===== config.mk =====
export PLATFORM = sky130hd
export DESIGN_NAME = key_cmd_queue
export DESIGN_NICKNAME = d
export VERILOG_FILES = /design/src/rtl/key_cmd_queue.sv
export SDC_FILE = /design/constraint.sdc
export NUM_CORES = 1
export LEC_CHECK = 0
export ABC_AREA = 0
export CAP_MARGIN = 10
export CORE_MARGIN = 2
export CORE_UTILIZATION = 45
export DETAILED_ROUTE_END_ITERATION = 8
export GPL_TIMING_DRIVEN = 1
export PLACE_DENSITY = 0.69
export SLEW_MARGIN = 20
export SYNTH_ARGS = -nofsm -noshare
export SYNTH_HDL_FRONTEND = slang
export SYNTH_SLANG_ARGS = --single-unit

===== constraint.sdc =====
create_clock -name Clk -period 3.1 [get_ports Clk]
set_clock_uncertainty 0.15 [all_clocks]
set_input_delay 0.465 -clock Clk [delete_from_list [all_inputs] [get_ports Clk]]
set_output_delay 0.465 -clock Clk [all_outputs]
set_load 0.005 [all_outputs]

===== src/rtl/key_cmd_queue.sv =====
// key_cmd_queue: decodes HID key-press events into game commands and buffers them in a circular FIFO
module key_cmd_queue #(
   parameter int DEPTH = 4
) (
   input  logic                     Clk,
   input  logic                     Reset,
   input  logic [7:0]               key,
   input  logic                     cmd_ready,
   input  logic                     ovf_clr,
   output logic                     cmd_valid,
   output logic [2:0]               cmd,
   output logic [7:0]               cmd_key,
   output logic [$clog2(DEPTH):0]   count,
   output logic                     overflow
);
   localparam int AW = $clog2(DEPTH);
   localparam logic [AW:0] FULL = (AW+1)'(DEPTH);
   logic [10:0]   mem [DEPTH];
   logic [AW-1:0] rd_ptr, wr_ptr;
   logic [2:0]    dec;
   logic          push, pop, wr_en, drop;
   always_comb begin
      dec = key == 8'h1A ? 3'd1 :
            key == 8'h04 ? 3'd2 :
            key == 8'h16 ? 3'd3 :
            key == 8'h07 ? 3'd4 :
            key == 8'h2C ? 3'd5 :
            key == 8'h28 ? 3'd6 : 3'd0;
      push = dec != 3'd0;
      pop = cmd_valid && cmd_ready;
      // a pop frees the slot in the same cycle, so a full queue still accepts
      wr_en = push && (count != FULL || pop);
      drop = push && count == FULL && !pop;
   end
   assign cmd_valid = count != '0;
   assign cmd = cmd_valid ? mem[rd_ptr][10:8] : 3'd0;
   assign cmd_key = cmd_valid ? mem[rd_ptr][7:0] : 8'd0;
   always_ff @(posedge Clk) begin
      if (Reset) begin
         rd_ptr <= '0;
         wr_ptr <= '0;
         count <= '0;
         overflow <= 1'b0;
         for (int i = 0; i < DEPTH; i++) mem[i] <= '0;
      end else begin
         if (wr_en) begin
            mem[wr_ptr] <= {dec, key};
            wr_ptr <= wr_ptr + 1'b1;
         end
         if (pop) rd_ptr <= rd_ptr + 1'b1;
         count <= count + (AW+1)'(wr_en) - (AW+1)'(pop);
         overflow <= drop ? 1'b1 : ovf_clr ? 1'b0 : overflow;
      end
   end
endmodule


# ---- After elaboration in Yosys (flattened, before gate mapping)
# Memories as Yosys holds them, arrays and structs flattened. A register that Yosys moved wholly into a read port is not among the register bits.
# Cells that the tools add are included.
dict set report word_totals {
  memories 1
  out_inout_bits 16
  regBits 8
  wordCells 47
  ram_bits 44
  input_bits 12
}
dict set report classes {
  n_addsub 4
  eq_ne 8
  n_reduce_logical 10
  muxes 20
}
# memory words width rd rd_clocked_by_memory_dff wr line_no
set mem_list {}
lappend mem_list {mem 4 11 1 1 4 18} ;# logic [10:0] mem [DEPTH];
# op n
set ops {}
lappend ops {{3-bit 2-to-1 mux} 7}
lappend ops {{8-bit by 3-bit == test with 1-bit output, second input constant} 2}
lappend ops {{8-bit by 5-bit == test with 1-bit output, second input constant} 2}
lappend ops {{8-bit by 6-bit == test with 1-bit output, second input constant} 2}
lappend ops {{11-bit 2-to-1 mux} 1}
lappend ops {{11-bit OR reduction} 1}
lappend ops {{1-bit 2-to-1 mux} 8}
lappend ops {{8-bit 2-to-1 mux} 1}
lappend ops {{2-bit 2-to-1 mux} 3}
lappend ops {{3-bit nonzero test} 2}
lappend ops {{2-bit by 1-bit adder with 2-bit output, second input constant} 2}
lappend ops {{1-bit logical AND} 4}
lappend ops {{3-bit by 1-bit adder with 3-bit output} 1}
lappend ops {{3-bit == test, second input constant} 1}
lappend ops {{3-bit inequality test, second input constant} 1}
lappend ops {{3-bit by 1-bit subtractor with 3-bit output} 1}
lappend ops {{2-bit nonzero test} 1}
lappend ops {{1-bit zero test} 1}
lappend ops {{1-bit logical OR} 1}

# ---- Longest topological paths before layout
dict set report depth {
  word_depth 14
  mapped_depth 14
  mapped_depth_nobuf 13
}

# ---- Worst setup path after synthesis
# OpenSTA, ideal clock, no wires.
dict set report synth_timing {
  kind {input-to-reg}
  start {in key[5]}
  end {reg count[2]}
  t_required_ps 2822
  path_stages 13
  path_slack_ps -209
  n_path_buf 0
  arrival_time_ps 3032
  setup_time_ps 128
  path_cell_list {or3b_1 > or3_1 > a311o_1 > a21boi_2 > inv_1 > ha_1 > inv_1 > ha_1 > inv_1 > fa_1 > xor2_1 > xnor2_1 > nor2_1}
}
dict set report synth_via {
  elab_chain_len 11
  word_cells_on_any_way 16
  cone_classes {add/sub (2); eq/ne (6); mux (6); reduce/logical (2)}
}
# item line_no
set synth_lines {}
lappend synth_lines {{start, declared} 7} ;# input logic [7:0] key,
lappend synth_lines {{8-bit by 6-bit == test with 1-bit output} 28} ;# key == 8'h28 ? 3'd6 : 3'd0;
lappend synth_lines {{3-bit 2-to-1 mux} 28}
lappend synth_lines {{3-bit 2-to-1 mux} 27} ;# key == 8'h2C ? 3'd5 :
lappend synth_lines {{3-bit 2-to-1 mux} 26} ;# key == 8'h07 ? 3'd4 :
lappend synth_lines {{3-bit 2-to-1 mux} 25} ;# key == 8'h16 ? 3'd3 :
lappend synth_lines {{3-bit 2-to-1 mux} 24} ;# key == 8'h04 ? 3'd2 :
lappend synth_lines {{3-bit 2-to-1 mux *} 23} ;# dec = key == 8'h1A ? 3'd1 :
lappend synth_lines {{3-bit nonzero test *} 29} ;# push = dec != 3'd0;
lappend synth_lines {{1-bit logical AND *} 32} ;# wr_en = push && (count != FULL || pop);
lappend synth_lines {{3-bit by 1-bit adder with 3-bit output *} 51} ;# count <= count + (AW+1)'(wr_en) - (AW+1)'(pop);
lappend synth_lines {{3-bit by 1-bit subtractor with 3-bit output *} 51}
lappend synth_lines {{end signal, assigned} 51}
lappend synth_lines {{end, declared} 13} ;# output logic [$clog2(DEPTH):0] count,
# Every way passes the cells marked *; elsewhere a longest branch is shown, timed or not.
# A chain may end at the register's enable or synchronous reset.

# ---- Worst setup path in the final report
dict set report layout_timing {
  start {in cmd_ready}
  end {reg count[2]}
}
dict set report layout_via {
  elab_chain_len 5
}
# item line_no
set layout_lines {}
lappend layout_lines {{start, declared} 8} ;# input logic cmd_ready,
lappend layout_lines {{1-bit logical AND *} 30} ;# pop = cmd_valid && cmd_ready;
lappend layout_lines {{1-bit logical OR} 32}
lappend layout_lines {{1-bit logical AND} 32}
lappend layout_lines {{3-bit by 1-bit adder with 3-bit output} 51}
lappend layout_lines {{3-bit by 1-bit subtractor with 3-bit output *} 51}
# Marked as above.

==> impl_metrics.csv <==
group,metric,value,unit
global_route,grt_pass1_wl,8500,um
cells_and_area,fin_nets,268,
cts,cts_buffers,5,
power_and_ir_drop,vdd_drop_max,363.6,uV
global_route,grt_usage,0.1807,
cells_and_area,area_growth,29.83,%
global_route,grt_max_degree,19,
drt,routed_wl,4960,um
power_and_ir_drop,leakage,1.365,nW
drt,drc_errors,0,
placed_design,place_ws,-0.5048,ns
logic_synthesis,ys_seq_area_frac,0.5938,
timing,fin_crit_sh,0.9532,
drt,via_per_inst,5.006,
worst_setup_path,path_cells,"clkdlybuf4s50_1 > or4b_2 > a21boi_2 > inv_1 > ha_1 > inv_1 > ha_2 > inv_2 > fa_2 > xor2_2 > xnor2_1 > nor2_1",
timing,setup_ws,0.1451,ns
drt,vias,1632,
cts,htreeDepth,2,
floorplan,start_util,0.4653,
logic_synthesis,synth_cells,191,
cts,clockBufferDepth,2,
drt,ant_nets,0,
worst_setup_path,crit_required,3.15,ns
cells_and_area,drive_gt1_frac,0.2717,
cts,worst_skew_pair.late_latency,0.30,ns
global_route,overflow,0,
worst_setup_path,worstPathMaxFanout,2,
worst_setup_path,slowest_stage,"or4b_2",
timing,fmax,338.4,MHz
drt,dr.pass1.iters,4,
cts,clk_pin_slew,0.09,ns
worst_setup_path,cp_top_family,"simple AND/OR/NAND/NOR gates",
drt,drt-wirelength-per-cell,15.21,um
logic_synthesis,async_flop_share,0,
job,drv_cap,0,
floorplan,coreArea,0.005507,mm2
cts,hold_buffers,0,
timing,tightest_slew,0.5382,ns
timing,final.setup.tns,0,ns
timing,relSlewSlack,0.6407,
logic_synthesis,synth-edff-count,44,
logic_synthesis,ys_types,38,
logic_synthesis,synth-seq-cells,54,
power_and_ir_drop,p_per_area,593.0,mW/mm2
drt,drtIter0Drc,99,
timing,hold_violations,0,
worst_hold_path,hp-class,"reg -> reg",
timing,finalSetupViolCount,0,
logic_synthesis,synth_warnings,0,
placed_design,gp_congestion,0.8107,
timing,rsz0062_at_grt,"no",
cells_and_area,final_cells,326,
outcome,status,"finished, final reports clean",
floorplan,num_io_pins,28,
power_and_ir_drop,total_power,1.973,mW
worst_setup_path,path_buf_inv,4,
placed_design,dp_cells,316,
floorplan,fp.dieH,79.46,um
timing,drv_slew,0,
logic_synthesis,synth_ff_type,"edfxtp_1",
logic_synthesis,syn_area,0.002562,mm2
floorplan,rows,27,
worst_setup_path,cpMostUsedCell,"inv_1",
cts,clock_sinks,54,
worst_setup_path,path_class,"in -> reg",
cells_and_area,antenna_cells,0,
placed_design,io_buffer_count,27,
cts,cts-root-buf,"clkbuf_8",
cells_and_area,fill_cells,469,
cts,cts_tree,"done",
floorplan,die_width,79.46,um
worst_setup_path,max_stage_delay,0.70,ns
worst_setup_path,endpoint_kind,"flip-flop",
placed_design,dp_hpwl,3415,um
worst_setup_path,cp.arrival,3.00,ns
worst_setup_path,startpoint_type,"primary input",
global_route,grt_pass1_vias,1677,
timing,min_period,2.955,ns
logic_synthesis,syn_avg_cell_area,13.42,um2
global_route,antenna_found_initial,0,
floorplan,dieArea,0.006314,mm2
==> flip-flops by register name (all words and copies together), names as in the netlist, named ones only <==
name,count
mem,44
count,3
rd_ptr,2
wr_ptr,2
overflow,1
==> synthesized netlist by cell type (all sizes together), types with 2 or more instances <==
library cell | count | area share
a21o | 4 | 0.012
a21oi | 2 | 0.0083
and2 | 18 | 0.044
and3 | 20 | 0.049
buf | 2 | 0.0059
clkbuf | 7 | 0.010
dfxtp | 10 | 0.078
edfxtp | 44 | 0.52
ha | 2 | 0.0098
inv | 6 | 0.0088
mux2 | 2 | 0.0088
mux4 | 11 | 0.097
nand2 | 5 | 0.0073
nand2b | 5 | 0.012
nor2 | 17 | 0.025
nor2b | 5 | 0.012
nor3 | 2 | 0.0039
nor3b | 2 | 0.0059
nor4 | 2 | 0.0049
or2 | 3 | 0.0073
or3 | 4 | 0.0098
xnor2 | 2 | 0.0068
xor2 | 4 | 0.014
==> worst min-delay path: stages, from the launching register on <==
cell     delay [ns]
dfxtp_1        0.34
xor2_1         0.06
nor2_1         0.10
==> cell type report <==
type	instances	area, um2	share of cell area
sequential	54	1521	0.4573
multi-input combinational	129	1061	0.3189
timing repair buffer	57	525.5	0.1580
tap	72	90.09	0.02708
clock buffer	7	76.32	0.02294
clock inverter	1	30.03	0.009026
inverter	6	22.52	0.006769
==> layout by cell type, fill, tap and decap left out, types with 2 or more instances in the layout <==
cell and count:
edfxtp_1 44, buf_4 27, and3_1 20, clkdlybuf4s50_1 19, and2_1 18, nor2_1 17, mux4_2 11, dfxtp_1 10
conb_1 8, inv_1 5, nand2_1 5, nand2b_1 5, nor2b_1 5, clkbuf_8 5, a21o_1 4, or3_1 3
xor2_1 3, or2_2 3, dlymetal6s2s_1 3, buf_12 3, nor3_1 2, xnor2_1 2, clkbuf_1 2, buf_2 2
==> worst paths after layout <==
check / cells past startpoint / from / slack [ns] / endpoint
hold / removal: 2 / rd_ptr[1]$_SDFFE_PP0P_ / 0.39 / rd_ptr[1]$_SDFFE_PP0P_
setup reg to reg: 11 / count[1]$_SDFF_PP0_ / 0.35 / count[2]$_SDFF_PP0_
hold reg to reg: 2 / rd_ptr[1]$_SDFFE_PP0P_ / 0.39 / rd_ptr[1]$_SDFFE_PP0P_
setup / recovery: 12 / cmd_ready / 0.15 / count[2]$_SDFF_PP0_
==> cell families after synthesis <==
family / synth area share
buffers and inverters: 0.02490
xor gates and xnor gates: 0.02051
muxes: 0.1055
adders and majority gates: 0.01758
AOI/OAI and AO/OA: 0.04053
DFF: 0.5938
and+or+nand+nor: 0.1958
other: 0.001463
==> stage by stage <==
stage | hold slack, ns | util | area (um2)
detailed placement | 0.3639 | 0.5756 | 3169
finish | 0.3869 | 0.6042 | 3327
global route | 0.4391 | 0.6042 | 3327
CTS | 0.3997 | 0.5971 | 3288
global placement | 0.3681 | 0.5756 | 3169
floorplan | 0.3347 | - | 2604
==> power breakdown <==
group / internal, mW / total, mW / leakage [nW] / switching [mW]
logic: 0.394 / 0.639 / 0.780 / 0.245
clock network: 0.242 / 0.448 / 0.0524 / 0.207
registers: 0.842 / 0.886 / 0.532 / 0.0439
==> repair_timing <==
item,4_1_cts,5_1_grt
endpoints found under the hold margin,0,0
setup endpoints to repair,2,2
pin swaps,9,12
setup buffers,1,1
gates resized for setup,19,9
==> per-layer routing <==
layer | vias to the layer above | track usage | wire length [um]
met2 | 30 | 0.3059 | 2557
met5 | - | 0 | 0
met3 | 6 | 0.03054 | 142
met4 | 0 | 0.07241 | 84
li1 | 814 | - | -
met1 | 782 | 0.2309 | 2176
(Power assumes the default switching activity.)
